==> src/rtl/rr_arb4.sv <==
// Four-requester round-robin arbiter with a bounded hold time.
// Grants come out as a registered one-hot vector and a 2-bit index for the decoder select.
module rr_arb4 #(
    parameter int unsigned HOLD_MAX = 4
) (
    input  logic       clk,
    input  logic       rst,
    input  logic       en,
    input  logic [3:0] req,
    output logic [3:0] gnt,
    output logic [1:0] gnt_id,
    output logic       gnt_valid
);

    localparam int unsigned   CW      = (HOLD_MAX > 1) ? $clog2(HOLD_MAX) : 1;
    localparam logic [CW-1:0] CNT_MAX = CW'(HOLD_MAX - 1);

    typedef enum logic {IDLE, GRANT} state_t;

    state_t        state, state_n;
    logic [1:0]    ptr, ptr_n;
    logic [CW-1:0] hold_cnt, cnt_n;
    logic [1:0]    id_n;
    logic [3:0]    gnt_n;
    logic [3:0]    others;
    logic [2:0]    win;
    logic          timeout, rel;

    // Returns {found, index}: first set bit of r searching upward from s, wrapping mod 4.
    function automatic logic [2:0] pick(input logic [3:0] r, input logic [1:0] s);
        logic [1:0] k;
        pick = '0;
        for (int unsigned i = 0; i < 4; i++) begin
            k = s + 2'(i);
            if (r[k] && !pick[2]) pick = {1'b1, k};
        end
    endfunction

    always_comb begin
        state_n = state;
        ptr_n   = ptr;
        cnt_n   = hold_cnt;
        id_n    = gnt_id;
        others  = req & ~(4'b0001 << gnt_id);
        win     = '0;
        timeout = 1'b0;
        rel     = 1'b0;
        case (state)
            IDLE: begin
                win = pick(req, ptr);
                if (en && win[2]) begin
                    state_n = GRANT;
                    id_n    = win[1:0];
                    cnt_n   = '0;
                end
            end
            GRANT: begin
                // A lone holder never times out: timeout needs another requester waiting.
                timeout = (hold_cnt == CNT_MAX) && (|others);
                rel     = !en || !req[gnt_id] || timeout;
                win     = pick(others, gnt_id + 2'd1);
                if (rel) begin
                    ptr_n = gnt_id + 2'd1;
                    cnt_n = '0;
                    if (en && win[2]) begin
                        id_n = win[1:0];
                    end else begin
                        state_n = IDLE;
                        id_n    = '0;
                    end
                end else if (hold_cnt != CNT_MAX) begin
                    cnt_n = hold_cnt + CW'(1);
                end
            end
            default: state_n = IDLE;
        endcase
        gnt_n = (state_n == GRANT) ? (4'b0001 << id_n) : '0;
    end

    always_ff @(posedge clk or posedge rst) begin
        if (rst) begin
            state    <= IDLE;
            ptr      <= '0;
            hold_cnt <= '0;
            gnt_id   <= '0;
            gnt      <= '0;
        end else begin
            state    <= state_n;
            ptr      <= ptr_n;
            hold_cnt <= cnt_n;
            gnt_id   <= id_n;
            gnt      <= gnt_n;
        end
    end

    assign gnt_valid = |gnt;

endmodule
==> config.mk <==
export PLATFORM = sky130hd
export DESIGN_NAME = rr_arb4
export DESIGN_NICKNAME = d
export VERILOG_FILES = /design/src/rtl/rr_arb4.sv
export SDC_FILE = /design/constraint.sdc
export NUM_CORES = 1
export LEC_CHECK = 0
export CAP_MARGIN = 20
export CORE_AREA = 2 2 58 60
export DETAILED_ROUTE_END_ITERATION = 6
export DIE_AREA = 0 0 60 62
export GPL_TIMING_DRIVEN = 1
export PLACE_DENSITY_LB_ADDON = 0.3
export SYNTH_ARGS = -nofsm -noshare
export SYNTH_HDL_FRONTEND = slang
export SYNTH_SLANG_ARGS = --single-unit
==> constraint.sdc <==
create_clock -name clk -period 2.9 [get_ports clk]
set_input_delay 0.29 -clock clk [delete_from_list [all_inputs] [get_ports clk]]
set_output_delay 0.29 -clock clk [all_outputs]
set_load 0.005 [all_outputs]
==> results.md, run 1 <==
| Quantity | Value | Unit |
|:---|:---|:---|
| Run status | completed | - |
| Post-synth cell types | 35 | - |
| Cts bufs inserted | 3 | - |
| Setup crit start kind | register | - |
| Count of yosys warnings during synthesis | 0 | - |
| Overall power after layout | 0.000916 | W |
| Number of inserted filler cells in the final layout | 343 | - |
| Final-report hold violation count | 0 | - |
| Vias in the first global route | 699 | - |
| Effective utilization at floorplan | 0.281 | - |
| Global-route total usage across every layer | 0.111 | - |
| M3 GR Usage | 0.0248 | - |
| Peak ir drop on the vdd network | 0.215 | mV |
| Die H | 62 | um |
| Unrepaired setup endpoints after global routing | false | - |
| Transition time at the pin with the least slew margin | 0.432 | ns |
| Routing usage on met1 | 0.128 | - |
| Number of max-slew violations in the final report | 0 | - |
| Post-cts hold buffer count | 0 | - |
| Maximum number of pins on one net before global-route repair | 13 | - |
| Worst EP arrival | 2.33 | ns |
| Standard cell core area | 3180 | sq um |
| Worst max-slew margin expressed relative to the limit | 0.711 | - |
| I/O pin count | 14 | - |
| Worst hold slack across all endpoints | 0.314 | ns |
| Resized cells post-CTS | 0 | - |
| Iter 0 DRT Violations | 34 | - |
| Final setup slack of the worst path | 0.759 | ns |
| Share of the clock period used by the worst path after layout | 0.738 | - |
| Clock root buffer | sky130_fd_sc_hd__clkbuf_4 | - |
| Global route hottest layer | met2 | - |
| Total number of nets in the final design | 125 | - |
| Critical path type | register to register | - |
| Via density per instance | 5.08 | - |
| Number of sinks handled by clock tree synthesis | 11 | - |
| Number of antenna violations at the first check in global routing | 0 | - |
| # Max-Cap Violations | 0 | - |
| Max FO, Critical Path | 8 | - |
| Synthesized cell area | 895 | sq um |
| Number of diodes | 0 | - |
| Worst path required time | 3.09 | ns |
| Longest individual stage delay on the worst path | 0.38 | ns |
| Power per Cell Area | 833 | nW/um^2 |
| Proportion of layout cells with a drive suffix above 1 | 0.134 | - |
| Worst skew pair latency | 0.27 | ns |
| Met2 Usage GRT | 0.208 | - |
| Most numerous cell types in the synthesized netlist | sky130_fd_sc_hd__dfrtp_1 (11), sky130_fd_sc_hd__nand2_1 (11), sky130_fd_sc_hd__a21oi_1 (7), sky130_fd_sc_hd__nor2_1 (7) | - |
| Post-synth top flop | sky130_fd_sc_hd__dfrtp_1 | - |
| Fraction of registers with async set or reset after synthesis | 1.00 | - |
| Dominant cells by area after synthesis | sky130_fd_sc_hd__dfrtp_1 (31%), sky130_fd_sc_hd__ha_1 (7.0%), sky130_fd_sc_hd__nand2_1 (4.6%) | - |
| CTS Buffer Depth | 2 | - |
| Portion of the post-synthesis area used by sequential elements | 0.308 | - |
| Register clock-pin slew on the reported worst setup and hold paths | 0.07 | ns |
| Max Clock Freq | 467 | MHz |
| Setup bufs post-CTS | 0 | - |
| Total die area | 3720 | sq um |
| Synthesized netlist net count | 108 | - |
| Count of flip-flops with a built-in enable after synthesis | 0 | - |
| Synth top area share | 0.308 | - |
| Average cell area after synthesis | 9.32 | sq um |
| DRC Markers | 0 | - |
| Flip-flop and latch count after synthesis | 11 | - |
| Total half-perimeter wirelength after legalization and detailed placement | 1.58 | mm |
| Wire length of the first global-routing pass | 3.10 | mm |
| Dominant cell type by area after synthesis | sky130_fd_sc_hd__dfrtp_1 | - |
| Shortest clock period the worst path allows after layout | 2.14 | ns |
| Post-synthesis instance total | 96 | - |
| Wire length per cell after detailed routing | 12.7 | um |
| Buffer and inverter count on the worst path | 1 | - |
| Number of detailed-routing iterations run before antenna repair | 4 | - |
| Placement Setup Slack | 0.544 | ns |
| Series of cell instances along the critical path | inv_1 > ha_1 > and2b_4 > o41ai_2 > nand3_2 > o211ai_1 > o21bai_2 > a21boi_1 | - |
| Layout Skew | 0.00512 | ns |
| Slowest library cell on the worst path | sky130_fd_sc_hd__dfrtp_1 | - |
| Total number of placement rows | 21 | - |
| Final RePlAce weighted congestion | 0.772 | - |
| Total Routed Length | 2.01 | mm |
| Setup Viol. Count Final | 0 | - |
| Detail Route Antenna Nets | 0 | - |
| Count of vias placed by the detailed router | 802 | - |
| Largest delay contributor family on the critical path | compound AO/OA/AOI/OAI gates | - |
| Reg area | 275 | sq um |
| I/O Buffers | 13 | - |
| Clock tree from TritonCTS | built | - |
| Synthesis-to-finish area growth | 22.9 | % |
| Die width | 60 | um |
| Leakage Power | 0.456 | nW |
| Post-route core utilization | 0.346 | - |
| Crit path capture type | register | - |
| Overall overflow remaining after global route | 0 | - |
| Total negative slack for setup checks | 0 | ns |
| H-tree levels | 1 | - |
| Combined area of the multi-input logic cells | 588 | sq um |
| Min-delay worst type | primary input to async pin | - |
==> sequential cells by signal, indices dropped and copies added (netlist names) <==
signal    flops
gnt           4
gnt_id        2
hold_cnt      2
ptr           2
state         1
==> metal layers <==
metal,wire length [um],up-vias
met1,897,392
li1,-,390
met5,0,-
met4,19,0
met2,1040,18
met3,58,2
==> cell families (layout without fill, tap and decap cells) <==
family          after synthesis  in the layout  synth area share
flops                        11             11             0.308
xor+xnor                      1              1           0.00979
compound gates               29             29             0.252
fa+ha+maj                     5              5            0.0699
buf+inv                       6             22            0.0350
simple gates                 37             37             0.231
mux                           7              7            0.0951
==> through the flow <==
stage	std cells	cell area, sq um
floorplan	96	895
global placement	154	1070
detailed placement	154	1070
CTS	158	1100
global route	158	1100
finish	158	1100
==> where the power goes <==
| part | total [W] | internal [W] | switching, W |
|---|---|---|---|
| Clock | 0.000101 | 0.0000532 | 0.0000474 |
| Combinational | 0.000553 | 0.000283 | 0.000270 |
| Sequential | 0.000262 | 0.000207 | 0.0000555 |
==> cell usage in the layout (no fill, tap or decap), types with 3 or more instances in the layout <==
cell / n
sky130_fd_sc_hd__a21oi_1: 7
sky130_fd_sc_hd__clkbuf_4: 3
sky130_fd_sc_hd__clkdlybuf4s50_1: 13
sky130_fd_sc_hd__dfrtp_1: 11
sky130_fd_sc_hd__ha_1: 5
sky130_fd_sc_hd__inv_1: 4
sky130_fd_sc_hd__mux2i_1: 4
sky130_fd_sc_hd__nand2_1: 11
sky130_fd_sc_hd__nand2b_1: 5
sky130_fd_sc_hd__nor2_1: 7
sky130_fd_sc_hd__nor3_1: 5
sky130_fd_sc_hd__o21ai_0: 4
sky130_fd_sc_hd__o22ai_1: 3
==> final cells by class <==
type	count	area share
clock buffer	4	0.0239
sequential	11	0.250
inverter	4	0.0137
timing repair buffer	14	0.125
multi-input combinational	79	0.535
tap	46	0.0523
==> final timing paths <==
check | start | endpoint | slack [ns] | cells after the start
max in group asynchronous | rst | state | 2.30 | 2
worst max-delay path | gnt_id[0] | gnt[3] | 0.76 | 8
worst min register to register | ptr[0] | ptr[0] | 0.52 | 2
worst max register to register | gnt_id[0] | gnt[3] | 0.76 | 8
worst min-delay path | rst | gnt[1] | 0.31 | 2
min in group clk | ptr[0] | ptr[0] | 0.52 | 2
Power figures use the tool's default switching activity.
==> inputs of run 2 (changes only) <==
clock period = 2.2 ns   (was 2.9 ns; I/O delays follow)
==> results.md, run 2 (same netlist as run 1, synthesis figures left out) <==
| Quantity | Value | Unit | vs previous |
|:---|:---|:---|:---|
| Worst path required time | 2.35 | ns | -0.74 ns |
| I/O Buffers | 13 | - | unchanged |
| Setup crit start kind | register | - |  |
| Total negative slack for setup checks | 0 | ns | unchanged |
| Critical path type | register to register | - |  |
| Number of sinks handled by clock tree synthesis | 11 | - | unchanged |
| Run status | completed | - |  |
| Share of the clock period used by the worst path after layout | 0.931 | - | +0.193 |
| I/O pin count | 14 | - | unchanged |
| Vias in the first global route | 755 | - | +8.0% |
| Total half-perimeter wirelength after legalization and detailed placement | 1.71 | mm | +8.1% |
| Largest delay contributor family on the critical path | compound AO/OA/AOI/OAI gates | - |  |
| Final-report hold violation count | 0 | - | unchanged |
| Number of antenna violations at the first check in global routing | 0 | - | unchanged |
| Wire length per cell after detailed routing | 12.4 | um | -2.8% |
| Resized cells post-CTS | 0 | - | unchanged |
| Reg with most FFs | gnt | - |  |
| Number of max-slew violations in the final report | 0 | - | unchanged |
| Placement Setup Slack | 0.0824 | ns | -0.462 ns |
| Via density per instance | 4.95 | - | -2.4% |
| Overall power after layout | 0.00126 | W | +37% |
| Min-delay worst type | primary input to async pin | - |  |
| Max reg flops | 4 | - | unchanged |
| Series of cell instances along the critical path | buf_4 > ha_1 > and2b_1 > nor3_1 > a31oi_1 > o2111a_2 > mux2i_2 > a21oi_1 | - |  |
| Combined area of the multi-input logic cells | 592 | sq um | +0.64% |
| Detail Route Antenna Nets | 0 | - | unchanged |
| Worst skew pair latency | 0.27 | ns | about the same |
| Max Clock Freq | 488 | MHz | +4.5% |
| Power per Cell Area | 1070 | nW/um^2 | +29% |
| Setup Viol. Count Final | 0 | - | unchanged |
| CTS Buffer Depth | 2 | - | unchanged |
| Setup bufs post-CTS | 0 | - | unchanged |
| Total number of nets in the final design | 134 | - | +7.2% |
| Buffer and inverter count on the worst path | 1 | - | unchanged |
| Iter 0 DRT Violations | 16 | - | -53% |
| Cts bufs inserted | 3 | - | unchanged |
| Transition time at the pin with the least slew margin | 0.403 | ns | -0.0292 ns |
| Unrepaired setup endpoints after global routing | false | - |  |
| Final setup slack of the worst path | 0.151 | ns | -0.608 ns |
| H-tree levels | 1 | - | unchanged |
| Maximum number of pins on one net before global-route repair | 12 | - | -1 |
| # Max-Cap Violations | 0 | - | unchanged |
| Clock tree from TritonCTS | built | - |  |
| Most common cell after layout, fill and taps aside | sky130_fd_sc_hd__clkdlybuf4s50_1 | - |  |
| Register clock-pin slew on the reported worst setup and hold paths | 0.07 | ns | about the same |
| Number of detailed-routing iterations run before antenna repair | 4 | - | unchanged |
| Max FO, Critical Path | 5 | - | -3 |
| Worst max-slew margin expressed relative to the limit | 0.731 | - | +0.0202 |
| Reg area | 277 | sq um | +0.45% |
| Number of diodes | 0 | - | unchanged |
| Post-cts hold buffer count | 0 | - | unchanged |
| Overall overflow remaining after global route | 0 | - | unchanged |
| Total number of placement rows | 21 | - | unchanged |
| Total die area | 3720 | sq um | unchanged |
| Longest individual stage delay on the worst path | 0.41 | ns | +0.03 ns |
| Worst EP arrival | 2.20 | ns | -0.13 ns |
| Count of vias placed by the detailed router | 827 | - | +3.1% |
| Layout Skew | 0.00198 | ns | -0.00314 ns |
| Synthesis-to-finish area growth | 31.0 | % |  |
| Highest-count cells in the layout ignoring fill and taps | sky130_fd_sc_hd__clkdlybuf4s50_1 (13), sky130_fd_sc_hd__nand2_1 (11), sky130_fd_sc_hd__dfrtp_1 (10), sky130_fd_sc_hd__buf_4 (10) | - |  |
| Crit path capture type | register | - |  |
| Clock root buffer | sky130_fd_sc_hd__clkbuf_4 | - |  |
| DRC Markers | 0 | - | unchanged |
| Shortest clock period the worst path allows after layout | 2.05 | ns | -0.0924 ns |
| Die H | 62 | um | unchanged |
| Leakage Power | 0.496 | nW | +8.9% |
| Number of inserted filler cells in the final layout | 335 | - | -2.3% |
| Die width | 60 | um | unchanged |
| Proportion of layout cells with a drive suffix above 1 | 0.215 | - | +0.0809 |
| Final RePlAce weighted congestion | 0.752 | - | -2.6% |
| Peak ir drop on the vdd network | 0.281 | mV | +31% |
| Global-route total usage across every layer | 0.122 | - | +0.0111 |
| Standard cell core area | 3180 | sq um | unchanged |
| Total Routed Length | 2.07 | mm | +2.7% |
| Wire length of the first global-routing pass | 3.35 | mm | +8.2% |
| Effective utilization at floorplan | 0.281 | - | unchanged |
| Slowest library cell on the worst path | sky130_fd_sc_hd__dfrtp_1 | - |  |
run 2: worst register-to-register path, cell delays in order (launching register included):
cell and delay (ns):
sky130_fd_sc_hd__dfrtp_1 0.41, sky130_fd_sc_hd__buf_4 0.17, sky130_fd_sc_hd__ha_1 0.20, sky130_fd_sc_hd__and2b_1 0.30, sky130_fd_sc_hd__nor3_1 0.07, sky130_fd_sc_hd__a31oi_1 0.16, sky130_fd_sc_hd__o2111a_2 0.26, sky130_fd_sc_hd__mux2i_2 0.26
sky130_fd_sc_hd__a21oi_1 0.09
run 2: area by class of cell:
| cell class | instances | area share |
|---|---|---|
| multi-input cells | 79 | 0.505 |
| flip-flops and latches | 11 | 0.236 |
| repair buffers | 23 | 0.175 |
| well taps | 46 | 0.0491 |
| clock buffers | 4 | 0.0224 |
| inverters | 4 | 0.0128 |
run 2: per-stage QoR:
| stage | utilization | std cells | hold slack (ns) | area (sq um) |
|---|---|---|---|---|
| after floorplan | - | 96 | 0.0724 | 895 |
| after global placement | 0.359 | 163 | 0.534 | 1140 |
| after detailed placement | 0.359 | 163 | 0.544 | 1140 |
| after CTS | 0.367 | 167 | 0.244 | 1170 |
| after global routing | 0.369 | 167 | 0.265 | 1170 |
| final | 0.369 | 167 | 0.236 | 1170 |
run 2: power breakdown:
| group | total, W | internal (W) | switching (W) | leakage, nW |
|---|---|---|---|---|
| registers | 0.000350 | 0.000274 | 0.0000758 | 0.142 |
| clock network | 0.000135 | 0.0000702 | 0.0000652 | 0.0150 |
| logic | 0.000769 | 0.000407 | 0.000363 | 0.339 |
run 2: worst paths after layout:
| kind | startpoint | end | slack [ns] | cells after the start |
|---|---|---|---|---|
| min reg2reg | ptr[0] | ptr[0] | 0.55 | 2 |
| min | rst | gnt[0] | 0.24 | 2 |
| max | gnt_id[0] | gnt[1] | 0.15 | 8 |
| max in group asynchronous | rst | gnt_id[1] | 1.66 | 2 |
| min in group clk | ptr[0] | ptr[0] | 0.55 | 2 |
| max reg2reg | gnt_id[0] | gnt[1] | 0.15 | 8 |
run 2: metal layers:
metal  global-route usage  wire length (um)
met5                    0                 0
met4               0.0794                73
met3               0.0248                92
met2                0.208              1070
met1                0.140               828
==> inputs of run 3 (changes only) <==
MAX_ROUTING_LAYER = met4   (was default)
==> results.md, run 3 (same netlist as run 1, synthesis figures left out) <==
| Quantity | Value | Unit | vs previous |
|:---|:---|:---|:---|
| Leakage Power | 0.501 | nW | +0.96% |
| Number of max-slew violations in the final report | 0 | - | unchanged |
| Maximum number of pins on one net before global-route repair | 12 | - | unchanged |
| Number of sinks handled by clock tree synthesis | 11 | - | unchanged |
| Total half-perimeter wirelength after legalization and detailed placement | 1.68 | mm | -2.0% |
| Transition time at the pin with the least slew margin | 0.399 | ns | -0.00364 ns |
| Number of inserted filler cells in the final layout | 334 | - | -0.30% |
| CTS Buffer Depth | 2 | - | unchanged |
| Register clock-pin slew on the reported worst setup and hold paths | 0.07 | ns | about the same |
| Detail Route Antenna Nets | 0 | - | unchanged |
| Worst path required time | 2.34 | ns | about the same |
| Post-route core utilization | 0.373 | - | +0.00433 |
| Setup Viol. Count Final | 0 | - | unchanged |
| Minimum setup slack among reg-to-reg paths | 0.12 | ns | -0.03 ns |
| Max reg flops | 4 | - | unchanged |
| Total number of placement rows | 21 | - | unchanged |
| I/O Buffers | 13 | - | unchanged |
| Clock root buffer | sky130_fd_sc_hd__clkbuf_4 | - |  |
| Overall overflow remaining after global route | 0 | - | unchanged |
| Wire length of the first global-routing pass | 3.35 | mm | unchanged |
| Post-cts hold buffer count | 0 | - | unchanged |
| Final setup slack of the worst path | 0.118 | ns | -0.0335 ns |
| Clock network fraction of design power | 0.106 | - | -0.002 |
| Final-report hold violation count | 0 | - | unchanged |
| Die H | 62 | um | unchanged |
| Layout Skew | 0.00419 | ns | +0.00221 ns |
| H-tree levels | 1 | - | unchanged |
| Setup crit start kind | register | - |  |
| Unrepaired setup endpoints after global routing | false | - |  |
| Longest individual stage delay on the worst path | 0.42 | ns | about the same |
| Worst hold slack across all endpoints | 0.229 | ns | -0.00668 ns |
| DRC Markers | 0 | - | unchanged |
| Number of antenna violations at the first check in global routing | 0 | - | unchanged |
| Power per Cell Area | 1070 | nW/um^2 | -0.13% |
| Placement Setup Slack | 0.0552 | ns | -0.0272 ns |
| Effective utilization at floorplan | 0.281 | - | unchanged |
| Total number of nets in the final design | 134 | - | unchanged |
| Total Routed Length | 2.04 | mm | -1.5% |
| Synthesis-to-finish area growth | 32.6 | % |  |
| Peak ir drop on the vdd network | 0.245 | mV | -13% |
| Total negative slack for setup checks | 0 | ns | unchanged |
| Shortest clock period the worst path allows after layout | 2.08 | ns | +0.0335 ns |
| Relative contribution of sequential cells to total power | 0.276 | - | -0.003 |
| Run status | completed | - |  |
| Share of total power in combinational logic | 0.619 | - | +0.006 |
| Net switching power | 0.000510 | W | +1.3% |
| Share of the clock period used by the worst path after layout | 0.946 | - | +0.0152 |
| Worst EP arrival | 2.23 | ns | +0.03 ns |
| Series of cell instances along the critical path | buf_4 > ha_1 > and2b_2 > nor3_1 > a31oi_1 > o2111a_2 > mux2i_2 > a21boi_1 | - |  |
| Length in cells of the worst reg-to-reg path | 8 | - | unchanged |
| Critical path type | register to register | - |  |
| Most common cell after layout, fill and taps aside | sky130_fd_sc_hd__clkdlybuf4s50_1 | - |  |
| Vias in the first global route | 771 | - | +2.1% |
| Crit path capture type | register | - |  |
| RR Endpoint | gnt[3] | - |  |
| Sw Ratio | 0.402 | - | +0.000982 |
| # Max-Cap Violations | 0 | - | unchanged |
| Max Clock Freq | 480 | MHz | -1.6% |
| Via density per instance | 4.80 | - | -3.1% |
| Startpoint of the worst setup timing path | gnt_id[0] | - |  |
| Standard cell core area | 3180 | sq um | unchanged |
| Slowest library cell on the worst path | sky130_fd_sc_hd__dfrtp_1 | - |  |
| Global-route total usage across every layer | 0.122 | - | -0.000474 |
| Clock tree from TritonCTS | built | - |  |
| Worst skew pair latency | 0.27 | ns | about the same |
| Highest-count cells in the layout ignoring fill and taps | sky130_fd_sc_hd__clkdlybuf4s50_1 (13), sky130_fd_sc_hd__nand2_1 (11), sky130_fd_sc_hd__dfrtp_1 (10), sky130_fd_sc_hd__buf_4 (10) | - |  |
| Total die area | 3720 | sq um | unchanged |
| R2r startpoint | gnt_id[0] | - |  |
| Proportion of layout cells with a drive suffix above 1 | 0.231 | - | +0.0165 |
| Reg with most FFs | gnt | - |  |
| Cts bufs inserted | 3 | - | unchanged |
| Iter 0 DRT Violations | 41 | - | +25 |
| I/O pin count | 14 | - | unchanged |
| Cell internal power dissipation | 0.000758 | W | +0.88% |
| Count of vias placed by the detailed router | 801 | - | -3.1% |
| Wire length per cell after detailed routing | 12.2 | um | -1.5% |
| Die width | 60 | um | unchanged |
| Number of diodes | 0 | - | unchanged |
| Worst max-slew margin expressed relative to the limit | 0.734 | - | +0.00243 |
| Final RePlAce weighted congestion | 0.857 | - | +14% |
| Setup bufs post-CTS | 0 | - | unchanged |
| Max FO, Critical Path | 5 | - | unchanged |
| Number of detailed-routing iterations run before antenna repair | 4 | - | unchanged |
| Min-delay worst type | primary input to async pin | - |  |
| Resized cells post-CTS | 0 | - | unchanged |
==> run 3: cell count changes in the layout (fill, tap and decap cells not counted), sizes merged <==
cell / delta
clkbuf: -1
clkinv: +1
==> run 3: critical path, delay by kind of cell (launching register included) <==
family	cells	cell delay, ns
adder cells (fa/ha/maj)	1	0.20
AO/OA/AOI/OAI	3	0.53
multiplexers	1	0.29
AND/OR/NAND/NOR	2	0.35
flip-flops	1	0.42
buffers and inverters	1	0.18
==> run 3: worst max-delay path by stage <==
| stage | to | slack (ns) | depth (start not counted) |
|---|---|---|---|
| floorplan | gnt[1] | 0.1 | 9 |
| global placement | gnt[3] | 0.10 | 6 |
| detailed placement | gnt[3] | 0.06 | 6 |
| CTS | gnt[3] | 0.09 | 8 |
| global route | gnt[2] | 0.02 | 8 |
| finish | gnt[3] | 0.12 | 8 |
==> run 3: stage by stage <==
| step | power, W | cell area [sq um] | instances |
|---|---|---|---|
| after floorplan | 0.000837 | 895 | 96 |
| after global placement | 0.00111 | 1140 | 163 |
| after detailed placement | 0.00112 | 1140 | 163 |
| after CTS | 0.00126 | 1170 | 167 |
| after global routing | 0.00139 | 1190 | 167 |
| final | 0.00127 | 1190 | 167 |
==> run 3: cell type report <==
class | instances | area (sq um) | share of cell area
Sequential cell | 11 | 277 | 0.233
Timing Repair Buffer | 23 | 205 | 0.173
Inverter | 4 | 15.0 | 0.0127
Tap cell | 46 | 57.6 | 0.0485
Clock buffer | 3 | 22.5 | 0.0190
Multi-Input combinational cell | 79 | 604 | 0.509
Clock inverter | 1 | 5.00 | 0.00422
==> run 3: power groups by stage <==
stage / combinational [W] / sequential [W] / clock [W]
CTS: 0.000772 / 0.000348 / 0.000141
finish: 0.000785 / 0.000349 / 0.000134
detailed placement: 0.000768 / 0.000352 / 0
global route: 0.000876 / 0.000363 / 0.000153
global placement: 0.000761 / 0.000351 / 0
floorplan: 0.000502 / 0.000335 / 0
==> run 3: per-layer routing <==
metal / wire length (um) / share of wire / GRT usage
met5: 0 / 0 / -
met4: 17 / 0.0083 / 0.00952
met3: 57 / 0.028 / 0.0331
met2: 1040 / 0.51 / 0.208
met1: 923 / 0.45 / 0.150
